**config.mk**
```make
export PLATFORM = sky130hd
export DESIGN_NAME = fetch_unit_flat
export DESIGN_NICKNAME = d
export VERILOG_FILES = /design/src/rtl/cpu_pkg.sv /design/src/rtl/fetch_unit_if.sv /design/src/rtl/fetch_fifo.sv /design/src/rtl/fetch_unit.sv /design/src/flat_wrapper.sv
export SDC_FILE = /design/constraint.sdc
export NUM_CORES = 1
export LEC_CHECK = 0
export ABC_AREA = 1
export CORE_AREA = 4 4 200 202
export DETAILED_ROUTE_END_ITERATION = 12
export DIE_AREA = 0 0 204 206
export HOLD_SLACK_MARGIN = 0.12
export PLACE_DENSITY_LB_ADDON = 0.3
export REMOVE_ABC_BUFFERS = 1
export SLEW_MARGIN = 20
export SYNTH_ARGS = -nofsm -noshare
export SYNTH_HDL_FRONTEND = slang
export SYNTH_SLANG_ARGS = --single-unit
```
**constraint.sdc**
```tcl
create_clock -name clk -period 2.3 [get_ports clk]
set_clock_uncertainty 0.2 [all_clocks]
set_input_delay 0.46 -clock clk [delete_from_list [all_inputs] [get_ports clk]]
set_output_delay 0.46 -clock clk [all_outputs]
set_load 0.05 [all_outputs]
```
**src/rtl/cpu_pkg.sv**
```systemverilog
// Shared CPU-side definitions for the fetch stage and its instruction queue.
package cpu_pkg;

    localparam int XLEN = 32;
    localparam logic [XLEN-1:0] INSTR_NOP = 32'h0000_0013;

    typedef enum logic {
        ISSUE = 1'b0,
        WAIT  = 1'b1
    } fetch_state_t;

    typedef struct packed {
        logic [XLEN-1:0] pc;
        logic [XLEN-1:0] instr;
    } fetch_entry_t;

endpackage

```
**src/rtl/fetch_unit_if.sv**
```systemverilog
// Cache read port and decode-side queue port of the fetch stage.
interface fetch_ic_if;
    logic [31:0] ic_addr;
    logic        ic_read_req;
    logic [31:0] ic_data;
    logic        ic_ready;

    modport master (output ic_addr, ic_read_req, input ic_data, ic_ready);
    modport slave  (input ic_addr, ic_read_req, output ic_data, ic_ready);
endinterface

interface fetch_dec_if;
    logic        dec_valid;
    logic [31:0] dec_instr;
    logic [31:0] dec_pc;
    logic        dec_ready;

    modport master (output dec_valid, dec_instr, dec_pc, input dec_ready);
    modport slave  (input dec_valid, dec_instr, dec_pc, output dec_ready);
endinterface

```
**src/rtl/fetch_fifo.sv**
```systemverilog
// Show-ahead synchronous FIFO of fetch entries; flush wins over push and pop.
module fetch_fifo
    import cpu_pkg::*;
#(
    parameter int DEPTH = 4,
    localparam int AW   = $clog2(DEPTH)
) (
    input  logic         clk,
    input  logic         reset,
    input  logic         push_i,
    input  logic         pop_i,
    input  logic         flush_i,
    input  fetch_entry_t wdata_i,
    output fetch_entry_t rdata_o,
    output logic         full_o,
    output logic         empty_o,
    output logic [AW:0]  count_o
);

    fetch_entry_t  mem_q [DEPTH];
    logic [AW-1:0] wr_ptr_q, rd_ptr_q;
    logic [AW:0]   count_q;
    logic          do_push, do_pop;

    assign full_o  = (count_q == (AW+1)'(DEPTH));
    assign empty_o = (count_q == '0);
    assign count_o = count_q;
    assign rdata_o = mem_q[rd_ptr_q];

    // A push at full is only accepted when the head leaves the same cycle.
    assign do_push = push_i && (!full_o || pop_i);
    assign do_pop  = pop_i && !empty_o;

    always_ff @(posedge clk or negedge reset) begin
        if (!reset) begin
            for (int i = 0; i < DEPTH; i++) mem_q[i] <= '0;
            wr_ptr_q <= '0;
            rd_ptr_q <= '0;
            count_q  <= '0;
        end else if (flush_i) begin
            wr_ptr_q <= '0;
            rd_ptr_q <= '0;
            count_q  <= '0;
        end else begin
            if (do_push) begin
                mem_q[wr_ptr_q] <= wdata_i;
                wr_ptr_q        <= wr_ptr_q + 1'b1;
            end
            if (do_pop) rd_ptr_q <= rd_ptr_q + 1'b1;
            case ({do_push, do_pop})
                2'b10:   count_q <= count_q + 1'b1;
                2'b01:   count_q <= count_q - 1'b1;
                default: count_q <= count_q;
            endcase
        end
    end

endmodule

```
**src/rtl/fetch_unit.sv**
```systemverilog
// Instruction fetch: owns the PC, issues single outstanding cache reads,
// and queues {pc, instr} for decode; redirects flush and drop stale data.
module fetch_unit
    import cpu_pkg::*;
#(
    parameter logic [31:0] RESET_PC   = 32'h0000_0000,
    parameter int          FIFO_DEPTH = 4
) (
    input  logic               clk,
    input  logic               reset,
    fetch_ic_if.master         ic,
    input  logic               redirect_valid,
    input  logic [31:0]        redirect_pc,
    fetch_dec_if.master        dec
);

    localparam int CW = $clog2(FIFO_DEPTH) + 1;
    localparam logic [CW-1:0] DEPTH_C = CW'(FIFO_DEPTH);

    fetch_state_t state_q;
    logic [31:0]  pc_q, addr_q;
    logic         req_q, discard_q;

    logic         fifo_push, fifo_pop, fifo_full, fifo_empty;
    logic [CW-1:0] fifo_cnt;
    fetch_entry_t fifo_wdata, fifo_rdata;
    logic         redirect_lsb_unused;

    assign redirect_lsb_unused = ^redirect_pc[1:0];

    assign ic.ic_addr     = addr_q;
    assign ic.ic_read_req = req_q;

    // In WAIT without discard the outstanding address is always pc_q.
    assign fifo_push  = (state_q == WAIT) && ic.ic_ready && !discard_q
                        && !redirect_valid && !fifo_full;
    assign fifo_pop   = dec.dec_valid && dec.dec_ready;
    assign fifo_wdata = '{pc: pc_q, instr: ic.ic_data};

    assign dec.dec_valid = !fifo_empty;
    assign dec.dec_instr = fifo_rdata.instr;
    assign dec.dec_pc    = fifo_rdata.pc;

    always_ff @(posedge clk or negedge reset) begin
        if (!reset) begin
            state_q   <= ISSUE;
            pc_q      <= RESET_PC;
            addr_q    <= RESET_PC;
            req_q     <= 1'b0;
            discard_q <= 1'b0;
        end else begin
            req_q <= 1'b0;
            if (redirect_valid) begin
                pc_q <= {redirect_pc[31:2], 2'b00};
                // A response still in flight must be swallowed before reissuing.
                if (state_q == WAIT && !ic.ic_ready) begin
                    discard_q <= 1'b1;
                end else begin
                    discard_q <= 1'b0;
                    state_q   <= ISSUE;
                end
            end else begin
                case (state_q)
                    ISSUE: begin
                        if (fifo_cnt < DEPTH_C) begin
                            req_q   <= 1'b1;
                            addr_q  <= pc_q;
                            state_q <= WAIT;
                        end
                    end
                    WAIT: begin
                        if (ic.ic_ready) begin
                            state_q <= ISSUE;
                            if (discard_q) discard_q <= 1'b0;
                            else           pc_q      <= pc_q + 32'd4;
                        end
                    end
                    default: state_q <= ISSUE;
                endcase
            end
        end
    end

    fetch_fifo #(.DEPTH(FIFO_DEPTH)) u_fifo (
        .clk     (clk),
        .reset   (reset),
        .push_i  (fifo_push),
        .pop_i   (fifo_pop),
        .flush_i (redirect_valid),
        .wdata_i (fifo_wdata),
        .rdata_o (fifo_rdata),
        .full_o  (fifo_full),
        .empty_o (fifo_empty),
        .count_o (fifo_cnt)
    );

endmodule

```
**src/flat_wrapper.sv**
```systemverilog
// flat-port wrapper written by rule: the top's interface ports become plain ports
module fetch_unit_flat import cpu_pkg::*;
#(
    parameter logic [31:0] RESET_PC   = 32'h0000_0000,
    parameter int          FIFO_DEPTH = 4
)
  (clk, reset, redirect_valid, redirect_pc, ic_ic_addr, ic_ic_read_req, ic_ic_data, ic_ic_ready, dec_dec_valid, dec_dec_instr, dec_dec_pc, dec_dec_ready);
  fetch_ic_if ic_i ();
  fetch_dec_if dec_i ();
  input  logic clk;
  input  logic reset;
  input  logic redirect_valid;
  input  logic [31:0] redirect_pc;
  output wire logic [$bits(ic_i.ic_addr)-1:0] ic_ic_addr;
  output wire logic [$bits(ic_i.ic_read_req)-1:0] ic_ic_read_req;
  input wire logic [$bits(ic_i.ic_data)-1:0] ic_ic_data;
  input wire logic [$bits(ic_i.ic_ready)-1:0] ic_ic_ready;
  output wire logic [$bits(dec_i.dec_valid)-1:0] dec_dec_valid;
  output wire logic [$bits(dec_i.dec_instr)-1:0] dec_dec_instr;
  output wire logic [$bits(dec_i.dec_pc)-1:0] dec_dec_pc;
  input wire logic [$bits(dec_i.dec_ready)-1:0] dec_dec_ready;
  assign ic_ic_addr = ic_i.ic_addr;
  assign ic_ic_read_req = ic_i.ic_read_req;
  assign ic_i.ic_data = ic_ic_data;
  assign ic_i.ic_ready = ic_ic_ready;
  assign dec_dec_valid = dec_i.dec_valid;
  assign dec_dec_instr = dec_i.dec_instr;
  assign dec_dec_pc = dec_i.dec_pc;
  assign dec_i.dec_ready = dec_dec_ready;
  fetch_unit #(.RESET_PC(RESET_PC), .FIFO_DEPTH(FIFO_DEPTH)) u_core (.clk(clk), .reset(reset), .ic(ic_i), .redirect_valid(redirect_valid), .redirect_pc(redirect_pc), .dec(dec_i));
endmodule
```
==> impl_metrics.ini, run 1 <==
[power]
swShare_pct = 40.7
power_mw = 27.8
intPower_mw = 16.5
clock_power_share_pct = 20.8
p_per_area_nw_per_um2 = 1370
power_frac_seq_pct = 29.1
max-vdd-ir-drop_v = 0.00118
p_switching_mw = 11.3
leakagePower_nw = 9.61
power_frac_comb_pct = 50.1

[clocking]
path_clk_slew_ns = 0.06
h-tree-depth = 2
cts_buffers = 36
clock_latency_ns = 0.51
cts_buffer_depth = 3
cts-root-buf = clkbuf_16
cts_sinks = 318
cts_tree = built

[floorplan]
dieArea_sq_um = 42000
io_pins = 167
rows = 72
initial_utilization_pct = 39.3
core-area_sq_um = 38300
fp.dieW_microns = 204
die_h_microns = 206

[routing]
num_vias = 13763
drt_iter0_markers = 931
ant_nets = 0
firstDrtPassIters = 5
drc = 0
via_per_inst = 5.37
wl_per_cell_microns = 18.4
routed_wl_microns = 47200

[placed_design]
port_buffers = 160
gp_congestion = 0.902
place_area_sq_um = 18300
place_hpwl_microns = 28600

[global_route]
grtUsageTotal_pct = 21.8
antenna_found_initial = 0
grt_pass1_vias = 13626
grt_pass1_wl_microns = 73900
grt_overflow = 0
grt_max_degree = 121

[setup_path]
crit_cells = 6
startpoint = u_core.u_fifo.rd_ptr_q[0]
required_ns = 1.64
crit_path_cell_trace = buf_12 -> clkbuf_16 -> o21ai_2 -> o22ai_2 -> buf_4 -> buf_12
cp-endpoint = dec_dec_instr[23]
crit_path_start_kind = flop
cp_data_arrival_time_ns = 1.98
r2r_end = u_core.u_fifo.count_o[2]
cp_max_fo = 8
r2r_start = u_core.u_fifo.count_o[1]
path_delay_family = buffers and inverters
critPathSlowestCell = dfrtp_4
crit_buf_inv = 4
r2r_setup_slack_ns = 0.14
crit_path_end_kind = output pin
crit_type = reg -> out
crit_top_cell = buf_12
r2r.worst_path.cells = 12
cpPeakStageDelay_ns = 0.56

[synth]
async_flop_share_pct = 100
syn_area_sq_um = 15100
ys_seq_area_share_pct = 52.8
synth_seq_cells = 318
yosys.cell_types.count = 32
synth_edf_count = 0
synth_area_leader_cell = dfrtp_1
avgSynthCellArea_sq_um = 8.15
yosys-top-cells-count = nand2_1 (588), dfrtp_1 (318), o21ai_0 (287)
synth.most_common_cell = nand2_1
synth_area_leaders = dfrtp_1 (53%), nand2_1 (15%), o21ai_0 (9.5%)
netlist.area_leader.share_pct = 52.8
ys.warnings.count = 0
synth_ff_type = dfrtp_1
syn_inst = 1848

[sta]
hold_violations = 0
fin_crit_sh_pct = 115
period_needed_ns = 2.64
setup_ws_ns = -0.336
tightest_slew_ns = 0.513
setup_viol = 62
max_clock_freq_ghz = 0.379
grt_setup_unrepaired = yes
relSlewSlack_pct = 66.0
drv_slew = 0

[layout]
nFillCells = 3493
fin_area_sq_um = 20300
regArea_sq_um = 7960
syn2layout_area_growth_pct = 34.6
drive_above_1_share_pct = 15.7
multi_input_area_sq_um = 6740
nets = 2098
antenna_cells = 0

[min_path]
hp-class = in -> async

[flow_run]
max_cap_viol_count = 0

[status]
violations = setup timing
status = finished with violations
==> stage by stage <==
stage	setup slack [ns]	setup TNS, ns	utilization (%)	instances	hold WS [ns]
6_report	-0.336	-15.53	52.9	2564	0.240
3_5_place_dp	-0.368	-37.99	47.7	2484	0.198
4_1_cts	-0.339	-17.47	52.1	2555	0.256
2_1_floorplan	-3.59	-541.93	-	1725	-0.0356
5_1_grt	-0.377	-18.68	52.9	2564	0.273
3_3_place_gp	-0.331	-32.25	47.7	2484	0.201
==> flip-flops by register name, indices dropped and copies added (netlist names) <==
register,flops
u_core.u_fifo.count_o,3
u_core.pc_q,30
u_core.state_q,1
u_core.u_fifo.mem_q,248
u_core.ic.ic_read_req,1
u_core.ic.ic_addr,30
u_core.discard_q,1
u_core.u_fifo.rd_ptr_q,2
u_core.u_fifo.wr_ptr_q,2
==> routing by layer <==
layer	vias to the layer above	share of wire, %	track usage (%)
met1	6740	43	29.6
met4	0	2.9	7.13
li1	6415	-	-
met5	-	0	0
met2	501	47	36.0
met3	107	6.9	3.53
==> worst min-delay path by stage <==
stage                      from                        to  slack (ns)  cells after the start
after global routing      reset   u_core.u_fifo.mem_q[91]        0.27                      2
after floorplan           reset          u_core.discard_q       -0.04                      0
after detailed placement  reset  u_core.u_fifo.mem_q[155]        0.20                      1
after CTS                 reset  u_core.u_fifo.mem_q[155]        0.26                      2
final                     reset   u_core.u_fifo.mem_q[27]        0.24                      2
after global placement    reset   u_core.u_fifo.mem_q[27]        0.20                      1
==> timing repair <==
action / CTS / global route
endpoints found under the setup margin: 89 / 64
resized for setup: 138 / 86
cloned: 5 / 5
pin swaps: 14 / 11
hold buffers: 1 / 0
setup buffers: 4 / 5
hold endpoints to repair: 284 / 0
==> cells in the final DEF, fill, tap and decap left out, drive strengths merged, types with 2 or more instances in the layout <==
| cell type | instances |
|---|---|
| o21ai | 308 |
| o22ai | 63 |
| nor2 | 197 |
| clkdlybuf4s50 | 65 |
| xnor2 | 2 |
| a21oi | 11 |
| inv | 54 |
| o221ai | 2 |
| nand3b | 2 |
| clkbuf | 60 |
| nand3 | 41 |
| bufinv | 3 |
| dfrtp | 318 |
| nand4 | 3 |
| clkinv | 9 |
| o21a | 108 |
| xor2 | 7 |
| conb | 4 |
| buf | 160 |
| dlygate4sd2 | 27 |
| ha | 5 |
| o211ai | 2 |
| nand2 | 591 |
==> power by group through the flow <==
stage | logic (mW) | clock network (mW) | registers, mW
floorplan | 5.91 | 0 | 8.85
global placement | 12.9 | 0 | 8.04
detailed placement | 13.0 | 0 | 8.10
CTS | 13.7 | 5.89 | 8.03
global route | 14.7 | 6.12 | 8.27
finish | 13.9 | 5.78 | 8.09
==> final cells by class <==
type / count / area share, %
clock buffers: 53 / 5.16
inverters: 58 / 1.16
flip-flops and latches: 318 / 39.3
repair buffers: 260 / 17.3
multi-input cells: 1349 / 33.3
well taps: 518 / 3.20
clock inverters: 8 / 0.586
==> kinds of logic after synthesis <==
| kind of cell | count (synthesis) | share of synthesized area, % |
|---|---|---|
| AO/OA/AOI/OAI | 495 | 18.9 |
| flip-flops | 318 | 52.8 |
| buffers and inverters | 184 | 5.38 |
| adder cells (fa/ha/maj) | 6 | 0.548 |
| AND/OR/NAND/NOR | 835 | 21.8 |
| XOR/XNOR | 9 | 0.523 |
| other | 1 | 0.0249 |
No activity file was read; power rests on OpenSTA's default activity.
==> inputs of run 2 (changes only) <==
==> constraint.sdc (replaced) <==
create_clock -name clk -period 2.6 [get_ports clk]
set_clock_uncertainty 0.2 [all_clocks]
set_input_delay 0.52 -clock clk [delete_from_list [all_inputs] [get_ports clk]]
set_output_delay 0.52 -clock clk [all_outputs]
set_load 0.05 [all_outputs]
==> impl_metrics.ini, run 2 (synthesis results as in run 1) <==
[status]
status = finished with violations
violations = setup timing

[power]
power_mw = 25.8
power_frac_seq_pct = 28.1
clock_power_share_pct = 21.1
p_switching_mw = 10.5
intPower_mw = 15.3
max-vdd-ir-drop_v = 0.000930
leakagePower_nw = 9.77
power_frac_comb_pct = 50.8
swShare_pct = 40.8
p_per_area_nw_per_um2 = 1220

[sta]
setup_viol = 59
relSlewSlack_pct = 62.6
setup_ws_ns = -0.166
fin_setup_tns_ns = -4.94
fin_crit_sh_pct = 106
max_clock_freq_ghz = 0.362
drv_slew = 0
hold_violations = 0
period_needed_ns = 2.77
tightest_slew_ns = 0.559
grt_setup_unrepaired = yes

[setup_path]
cp_data_arrival_time_ns = 2.05
cp_max_fo = 11
crit_path_start_kind = flop
crit_type = reg -> out
required_ns = 1.88
crit_path_end_kind = output pin
startpoint = u_core.u_fifo.rd_ptr_q[0]
r2r_start = u_core.u_fifo.count_o[0]

[routing]
drt_iter0_markers = 939
firstDrtPassIters = 5
wl_per_cell_microns = 19.3
routed_wl_microns = 49500
ant_nets = 0
drc = 0
via_per_inst = 5.39
num_vias = 13839

[global_route]
grt_pass1_wl_microns = 76600
grt_overflow = 0
grtUsageTotal_pct = 23.0
grt_pass1_vias = 13733
grt_max_degree = 105
antenna_found_initial = 0

[layout]
top_register = u_core.u_fifo.mem_q
multi_input_area_sq_um = 7150
nets = 2098
syn2layout_area_growth_pct = 40.2
regArea_sq_um = 7960
layout_commonest_cell = nand2_1
antenna_cells = 0
nFillCells = 3343
final_cell_mix = nand2_1 (587), dfrtp_1 (316), o21ai_0 (209)
drive_above_1_share_pct = 17.9
finish.utilization_pct = 55.1
fin_area_sq_um = 21100
largest_register_ffs = 248

[clocking]
cts-root-buf = clkbuf_16
cts_buffer_depth = 3
cts_buffers = 37
cts_sinks = 318
path_clk_slew_ns = 0.06
clock_latency_ns = 0.53
cts_tree = built
h-tree-depth = 2

[floorplan]
die_h_microns = 206
core-area_sq_um = 38300
rows = 72
io_pins = 167
dieArea_sq_um = 42000
fp.dieW_microns = 204
initial_utilization_pct = 39.3

[flow_run]
max_cap_viol_count = 0

[placed_design]
gp_congestion = 0.923
place_area_sq_um = 18200
place_hpwl_microns = 28100
port_buffers = 160

[min_path]
min-delay-start = u_core.u_fifo.mem_q[12]
hp-class = reg -> reg
[run 2: changes by cell type in the layout (fill, tap and decap cells not counted), sizes merged]
cell	previous run	this run
clkinv	9	11
clkdlybuf4s50	65	96
clkinvlp	0	1
dlygate4sd2	27	0
buf	160	156
clkbuf	60	57
bufbuf	0	1
bufinv	3	5
[run 2: worst max-delay path: stages, from the launching register on]
cell and delay (ns):
dfrtp_4 0.56, clkinv_8 0.13, buf_12 0.16, buf_16 0.15, nor2_1 0.19, o22ai_4 0.13
buf_12 0.17
[run 2: power groups by stage]
stage / combinational [mW] / clock (mW) / sequential [mW]
detailed placement: 11.3 / 0 / 7.17
global route: 13.8 / 5.75 / 7.41
CTS: 12.9 / 5.56 / 7.13
global placement: 11.2 / 0 / 7.11
finish: 13.1 / 5.46 / 7.25
floorplan: 5.23 / 0 / 7.83
[run 2: path summary, 6_finish.rpt]
check	endpoint	slack [ns]	cells after the start
max	dec_dec_instr[23]	-0.17	6
min reg2reg	u_core.u_fifo.mem_q[12]	0.28	2
min	u_core.u_fifo.mem_q[12]	0.28	2
max in group asynchronous	u_core.u_fifo.mem_q[77]	1.11	3
max reg2reg	u_core.u_fifo.count_o[2]	0.26	12
min in group asynchronous	u_core.u_fifo.mem_q[27]	0.32	2
[run 2: layout make-up]
type / instances / share of cell area (%)
flip-flops and latches: 318 / 37.7
repair inverters: 1 / 0.0533
clock buffers: 53 / 5.11
inverters: 58 / 1.15
multi-input cells: 1349 / 33.8
well taps: 518 / 3.07
clock inverters: 12 / 0.907
repair buffers: 258 / 18.1
[run 2: stage by stage]
step,setup WS [ns],instances,hold slack [ns]
floorplan,-3.35,1725,0.0244
global placement,-0.173,2465,0.263
detailed placement,-0.249,2465,0.270
CTS,-0.174,2568,0.283
global route,-0.195,2567,0.298
finish,-0.166,2567,0.280
[run 2: per-layer routing]
metal,GRT usage (%),up-vias,routed length [microns]
met4,7.68,0,1580
met2,38.5,539,23500
li1,-,6431,-
met5,0,-,0
met1,30.6,6763,20800
met3,3.99,106,3560
[run 2: timing repair]
action / in CTS / in global routing
setup endpoints to repair: 63 / 63
buffers inserted: 19 / 3
gates resized for setup: 170 / 127
hold buffers: 1 / 0
gates cloned: 18 / 4
endpoints found under the hold margin: 110 / 0
pin swaps: 40 / 29
